File: config.mk
export PLATFORM = sky130hd
export DESIGN_NAME = dmem_arbiter
export DESIGN_NICKNAME = d
export VERILOG_FILES = /design/src/rtl/dmem_arb_pkg.sv /design/src/rtl/dmem_arb_grant.sv /design/src/rtl/dmem_arbiter.sv
export SDC_FILE = /design/constraint.sdc
export NUM_CORES = 1
export LEC_CHECK = 0
export CAP_MARGIN = 20
export CORE_AREA = 5 5 113 115
export CTS_CLUSTER_DIAMETER = 100
export DETAILED_ROUTE_END_ITERATION = 12
export DIE_AREA = 0 0 118 120
export HOLD_SLACK_MARGIN = 0.08
export SYNTH_ARGS = -nofsm -noshare
export SYNTH_HDL_FRONTEND = slang
export SYNTH_SLANG_ARGS = --single-unit
File: constraint.sdc
create_clock -name clk -period 3.4 [get_ports clk]
set_input_delay 0.34 -clock clk [delete_from_list [all_inputs] [get_ports clk]]
set_output_delay 0.34 -clock clk [all_outputs]
set_load 0.03 [all_outputs]
File: src/rtl/dmem_arb_pkg.sv
// ----------------------------------------------------------------------------
// dmem_arb_pkg
// Shared types for the data-memory arbiter slice.
//   arbState_t : arbiter FSM state (issue slot free / CPU read returning /
//                aux access completing)
//   grant_t    : per-cycle issue decision
//   runCntWidth: width of the CPU run counter for a given run limit
// ----------------------------------------------------------------------------
package dmem_arb_pkg;

    typedef enum logic [1:0] {
        IDLE     = 2'd0,
        CPU_RESP = 2'd1,
        AUX_RESP = 2'd2
    } arbState_t;

    typedef enum logic [1:0] {
        GNT_NONE = 2'd0,
        GNT_CPU  = 2'd1,
        GNT_AUX  = 2'd2
    } grant_t;

    // Counter must hold the values 0..runMax inclusive.
    function automatic int unsigned runCntWidth(input int unsigned runMax);
        int unsigned w;
        w = $clog2(runMax + 1);
        return (w < 1) ? 1 : w;
    endfunction

endpackage

File: src/rtl/dmem_arb_grant.sv
// ----------------------------------------------------------------------------
// dmem_arb_grant
// Combinational issue decision for the data-memory arbiter. A new access can
// only be issued while the arbiter is IDLE. The CPU normally wins; the aux
// master wins when the CPU is not requesting or when the CPU has used up its
// run of consecutive grants while aux was waiting.
// Ports:
//   state    in  current arbiter state
//   cpuReq   in  CPU load or store pending
//   auxReq   in  aux request pending
//   runAtMax in  CPU run counter has reached its limit
//   grant    out issue decision for this cycle
// ----------------------------------------------------------------------------
module dmem_arb_grant
    import dmem_arb_pkg::*;
(
    input  arbState_t state,
    input  logic      cpuReq,
    input  logic      auxReq,
    input  logic      runAtMax,
    output grant_t    grant
);

    always_comb begin
        grant = GNT_NONE;
        if (state == IDLE) begin
            if (auxReq && (!cpuReq || runAtMax)) begin
                grant = GNT_AUX;
            end else if (cpuReq) begin
                grant = GNT_CPU;
            end
        end
    end

endmodule

File: src/rtl/dmem_arbiter.sv
// ----------------------------------------------------------------------------
// dmem_arbiter
// Shares the single-port synchronous data memory (dmem4) between the CPU
// load/store path and an auxiliary bus master (debug loader / DMA).
// One access is issued per free cycle; read data returns on mem_rdata the
// cycle after issue. The CPU has priority, but after CPU_RUN_MAX consecutive
// CPU grants with aux waiting, aux is forced a slot.
// Ports:
//   clk, reset         clock, asynchronous active-high reset
//   cpu_rd/cpu_wr      CPU load/store request (level, held while stalled)
//   cpu_addr/cpu_wdata CPU address and store data
//   cpu_rdata          CPU load data (valid when cpu_rd & ~cpu_stall)
//   cpu_stall          CPU must hold its request this cycle
//   aux_req/aux_we     aux request (held until aux_ack), 1 = write
//   aux_addr/aux_wdata aux address and write data
//   aux_rdata/aux_ack  aux read data and one-cycle completion pulse
//   mem_*              connection to dmem4
// ----------------------------------------------------------------------------
module dmem_arbiter
    import dmem_arb_pkg::*;
#(
    parameter int unsigned AW          = 32,
    parameter int unsigned DW          = 32,
    parameter int unsigned CPU_RUN_MAX = 4
) (
    input  logic          clk,
    input  logic          reset,

    input  logic          cpu_rd,
    input  logic          cpu_wr,
    input  logic [AW-1:0] cpu_addr,
    input  logic [DW-1:0] cpu_wdata,
    output logic [DW-1:0] cpu_rdata,
    output logic          cpu_stall,

    input  logic          aux_req,
    input  logic          aux_we,
    input  logic [AW-1:0] aux_addr,
    input  logic [DW-1:0] aux_wdata,
    output logic [DW-1:0] aux_rdata,
    output logic          aux_ack,

    output logic [AW-1:0] mem_addr,
    output logic [DW-1:0] mem_wdata,
    output logic          mem_we,
    output logic          mem_re,
    input  logic [DW-1:0] mem_rdata
);

    localparam int unsigned RW = runCntWidth(CPU_RUN_MAX);

    arbState_t       state;
    grant_t          grant;
    logic [RW-1:0]   runCnt;
    logic            auxRead;   // in-flight aux access is a read
    logic            cpuReq;
    logic            runAtMax;
    logic            gntCpu;
    logic            gntAux;

    assign cpuReq   = cpu_rd | cpu_wr;
    assign runAtMax = (runCnt == RW'(CPU_RUN_MAX));
    assign gntCpu   = (grant == GNT_CPU);
    assign gntAux   = (grant == GNT_AUX);

    dmem_arb_grant u_grant (
        .state    (state),
        .cpuReq   (cpuReq),
        .auxReq   (aux_req),
        .runAtMax (runAtMax),
        .grant    (grant)
    );

    // Memory port: strobes only on issue cycles. Address/data default to the
    // CPU so the common path has no extra mux select dependence. Strobes are
    // held low while reset is asserted.
    always_comb begin
        mem_addr  = cpu_addr;
        mem_wdata = cpu_wdata;
        mem_we    = 1'b0;
        mem_re    = 1'b0;
        if (!reset) begin
            if (gntAux) begin
                mem_addr  = aux_addr;
                mem_wdata = aux_wdata;
                mem_we    = aux_we;
                mem_re    = ~aux_we;
            end else if (gntCpu) begin
                mem_we = cpu_wr;
                mem_re = cpu_rd;
            end
        end
    end

    // CPU proceeds only on a granted store or on the read-return cycle.
    assign cpu_stall = cpuReq
                     & ~(gntCpu & cpu_wr)
                     & ~((state == CPU_RESP) & cpu_rd);

    // Read data comes straight from dmem4 on the return cycle.
    assign cpu_rdata = (state == CPU_RESP) ? mem_rdata : '0;
    assign aux_rdata = ((state == AUX_RESP) && auxRead) ? mem_rdata : '0;

    always_ff @(posedge clk or posedge reset) begin
        if (reset) begin
            state   <= IDLE;
            runCnt  <= '0;
            aux_ack <= 1'b0;
            auxRead <= 1'b0;
        end else begin
            aux_ack <= gntAux;
            if (gntAux) begin
                auxRead <= ~aux_we;
            end

            case (state)
                IDLE: begin
                    if (gntAux) begin
                        state <= AUX_RESP;
                    end else if (gntCpu && cpu_rd) begin
                        state <= CPU_RESP;
                    end
                end
                CPU_RESP: state <= IDLE;
                AUX_RESP: state <= IDLE;
                default:  state <= IDLE;
            endcase

            // Counts CPU grants taken while aux is waiting; any aux grant or
            // aux withdrawing its request starts the run over.
            if (!aux_req || gntAux) begin
                runCnt <= '0;
            end else if (gntCpu && !runAtMax) begin
                runCnt <= runCnt + 1'b1;
            end
        end
    end

endmodule
==> metrics.md <==
| Metric | Value |
|---|---|
| Run status | `completed` |
| Switching part of the total power | `0.3692` |
| Number of placed I/O pins | `298` |
| Global-route total usage across every layer | `0.1434` |
| Number of nets with antenna violations after detailed routing | `0` |
| Highest clock frequency the design can meet | `0.3184 GHz` |
| Layout net count | `651` |
| Mapped Nets | `356` |
| Critical path startpoint category | `input pin` |
| Mean number of vias per cell | `3.984` |
| Share of synthesized area occupied by flip-flops and latches | `0.09272` |
| Worst Skew | `0.002313 ns` |
| Number of setup buffers added after CTS | `0` |
| Number of global-route vias before repair | `2543` |
| Cell area after layout | `0.005085 mm^2` |
| Routed via count | `2506` |
| Initial DRT Pass Iterations | `4` |
| Dominant cell by count in the synthesized netlist | `and2_1` |
| Relative contribution of combinational cells to total power | `0.709` |
| Chain of cells forming the critical path | `clkdlybuf4s50_1, o2bb2ai_4, nand4_4, buf_12, mux2_4, clkdlybuf4s50_1` |
| Unrepaired setup endpoints after global routing | `no` |
| Mean instance size in the synthesized netlist | `10.05 um^2` |
| Cell-internal power | `0.6587 mW` |
| Measured slew at the worst slew-check pin | `0.4463 ns` |
| Number of enable-type register cells in the synthesized netlist | `0` |
| Max-cap viol count | `0` |
| Pin count of the biggest net entering global routing | `36` |
| Cell type contributing the most total cell area after synthesis | `mux2_4` |
| Post-Synthesis Cell Area | `0.001889 mm^2` |
| Cell types with the highest counts after synthesis | `and2_1 (64), mux2_4 (60), clkbuf_1 (7), dfrtp_1 (7), nand2_1 (7)` |
| CTS clk-pin slew, worst paths | `0.04 ns` |
| Initial antenna violation count | `0` |
| Max Slew Vio Count | `0` |
| Number of hold violations in the final report | `0` |
| Number of I/O port buffers | `297` |
| Area overhead of the layout relative to synthesis | `169.1%` |
| Top flip-flop cell by instance count after synthesis | `dfrtp_1` |
| Starting density of the core | `0.1613` |
| Total number of clock tree sinks | `7` |
| CTS resizes | `0` |
| Final setup TNS | `0 ns` |
| Max Fanout on Critical Path | `35` |
| Part of the power in registers | `0.095` |
| Die Span Y | `120 um` |
| Fraction of synthesized cell area taken by the top area cell type | `0.4768` |
| Family of cells with the greatest summed delay on the critical path | `buffers and inverters` |
| Worst IR Drop VDD | `0.2074 mV` |
| Switching Power | `0.3855 mW` |
| Required time of the critical path | `3.06 ns` |
| Number of buffers inserted during clock tree synthesis | `3` |
| FP Rows | `40` |
| Number of cells on the critical path | `6` |
| Half-perimeter wire length after detailed placement | `9.708 mm` |
| Kind of critical path | `input pin to output port` |
| Cell chosen for the clock root | `clkbuf_16` |
| Crit path time final | `3.141 ns` |
| Total wirelength of the detailed-routed design | `11.14 mm` |
| Element type at the critical path end | `output port` |
| Worst path arrival time | `2.80 ns` |
| Layout cells sized above 1 | `0.1763` |
| Pwr per Cell Area | `205.4 mW/mm^2` |
| Most common cell type on the critical path | `clkdlybuf4s50_1` |
| Post-detailed-route DRC marker count | `0` |
| Period utilization | `0.9237` |
| Rel. slew slack | `0.7018` |
| Delay of the slowest critical-path stage | `0.60 ns` |
| Cell type of the slowest stage on the worst timing path | `clkdlybuf4s50_1` |
| Remaining Overflow, GRT | `0` |
| Final GP Congestion | `0.8397` |
| Leakage | `2.216 nW` |
| Area after detailed placement | `0.005005 mm^2` |
| Most area-consuming cells after synthesis | `mux2_4 (48%), and2_1 (21%), dfrtp_1 (9.3%), buf_6 (3.6%), mux2_2 (2.4%)` |
| Number of hold buffers added after CTS | `0` |
| Clock power frac | `0.197` |
| Buf/Inv on CP | `3` |
| CTS H-tree lvls | `1` |
| Cell variety after synth | `27` |
| Final antenna diode count | `0` |
| Clock tree from TritonCTS | `yes` |
| X dimension of the die | `118 um` |
| Kind of path behind the tightest hold check | `input pin to async pin` |
| First-pass GRT wire length | `16.12 mm` |
| Yosys reg bits | `7` |
| Warnings from Yosys | `0` |
| Total Die Area | `0.01416 mm^2` |
| Number of cells on the worst reg-to-reg path | `5` |
| Core area | `0.01171 mm^2` |
| Number of violations reported at the end of detailed-routing iteration 0 | `74` |
| Flop-to-flop setup slack | `1.93 ns` |
| Post-synthesis async set-or-reset flop share | `1.000` |
| Bufs on Longest Clock Path | `2` |
| Wire per inst | `17.72 um` |
| Gate count of the mapped netlist | `188` |
| Setup-failing EPs final | `0` |
| Source-to-sink clock delay at the later pin of the worst-skew pair | `0.24 ns` |
==> registers in the layout, indices dropped and copies added, names as in the netlist <==
name / flops
state: 2
aux_ack: 1
runCnt: 3
auxRead: 1
==> metal layers <==
layer / up-vias / global-route usage / share of wire
met5: - / 0 / 0
met4: 0 / 0.01935 / 0.0068
met3: 7 / 0.03817 / 0.068
met2: 123 / 0.2804 / 0.56
met1: 1139 / 0.1571 / 0.37
li1: 1237 / - / -
==> area by class of cell <==
type                    count  area (um^2)
multi-input cells         164         1605
clock inverters             1        5.005
repair buffers            303         3025
inverters                   4        15.01
fillers                  1132         6626
flip-flops and latches      7        175.2
clock buffers               3        75.07
well taps                 147        183.9
==> power by group through the flow <==
| stage | combinational, mW | sequential [mW] | clock [mW] |
|---|---|---|---|
| 2_1_floorplan | 0.347 | 0.0990 | 0 |
| 3_3_place_gp | 0.737 | 0.0996 | 0 |
| 3_5_place_dp | 0.744 | 0.100 | 0 |
| 4_1_cts | 0.747 | 0.0992 | 0.211 |
| 5_1_grt | 0.777 | 0.100 | 0.215 |
| 6_report | 0.740 | 0.0987 | 0.206 |
==> metrics by stage <==
stage | utilization | hold slack (ns) | cells | setup WS, ns | power [mW]
after detailed placement | 0.4274 | 0.5499 | 625 | 0.2545 | 0.8437
after floorplan | - | 0.1808 | 188 | 1.173 | 0.4464
final | 0.4342 | 0.5199 | 629 | 0.2593 | 1.044
after global routing | 0.4342 | 0.5507 | 629 | 0.1438 | 1.092
after CTS | 0.4342 | 0.5199 | 629 | 0.2559 | 1.058
after global placement | 0.4274 | 0.5210 | 625 | 0.3069 | 0.8370
==> kinds of logic after synthesis <==
logic type / share of synthesized area
buffers and inverters: 0.05761
AO/OA/AOI/OAI: 0.05894
AND/OR/NAND/NOR: 0.2768
adder cells (fa/ha/maj): 0.01324
flip-flops: 0.09272
multiplexers: 0.5007
==> cells in the final DEF (no fill, tap or decap), drive strengths merged <==
cell type and n:
or3 1, a21oi 4, and2 64, buf 13, nor2b 1, nor4 1
nand4 1, o211a 1, nor2 4, mux2 64, ha 2, o2111ai 1
a21boi 2, o2bb2ai 1, nor4b 1, a31oi 2, nor3 1, inv 4
a221oi 1, clkinv 1, clkbuf 3, clkdlybuf4s50 290, dfrtp 7, nand2 7
and3 3, a211o 1, or2 1
==> worst register-to-register path: stages (launching register included) <==
cell	delay (ns)
dfrtp_1	0.39
inv_1	0.06
ha_1	0.25
o2bb2ai_4	0.18
or3_1	0.35
a21boi_0	0.16
==> path summary, 6_finish.rpt <==
path	from	to
worst max-delay path	cpu_rd	mem_wdata[8]
worst min-delay path	reset	runCnt[0]
worst max register to register	runCnt[0]	runCnt[0]
worst min register to register	auxRead	auxRead
max in group asynchronous	reset	runCnt[2]
min in group clk	auxRead	auxRead
(Power assumes the default switching activity.)
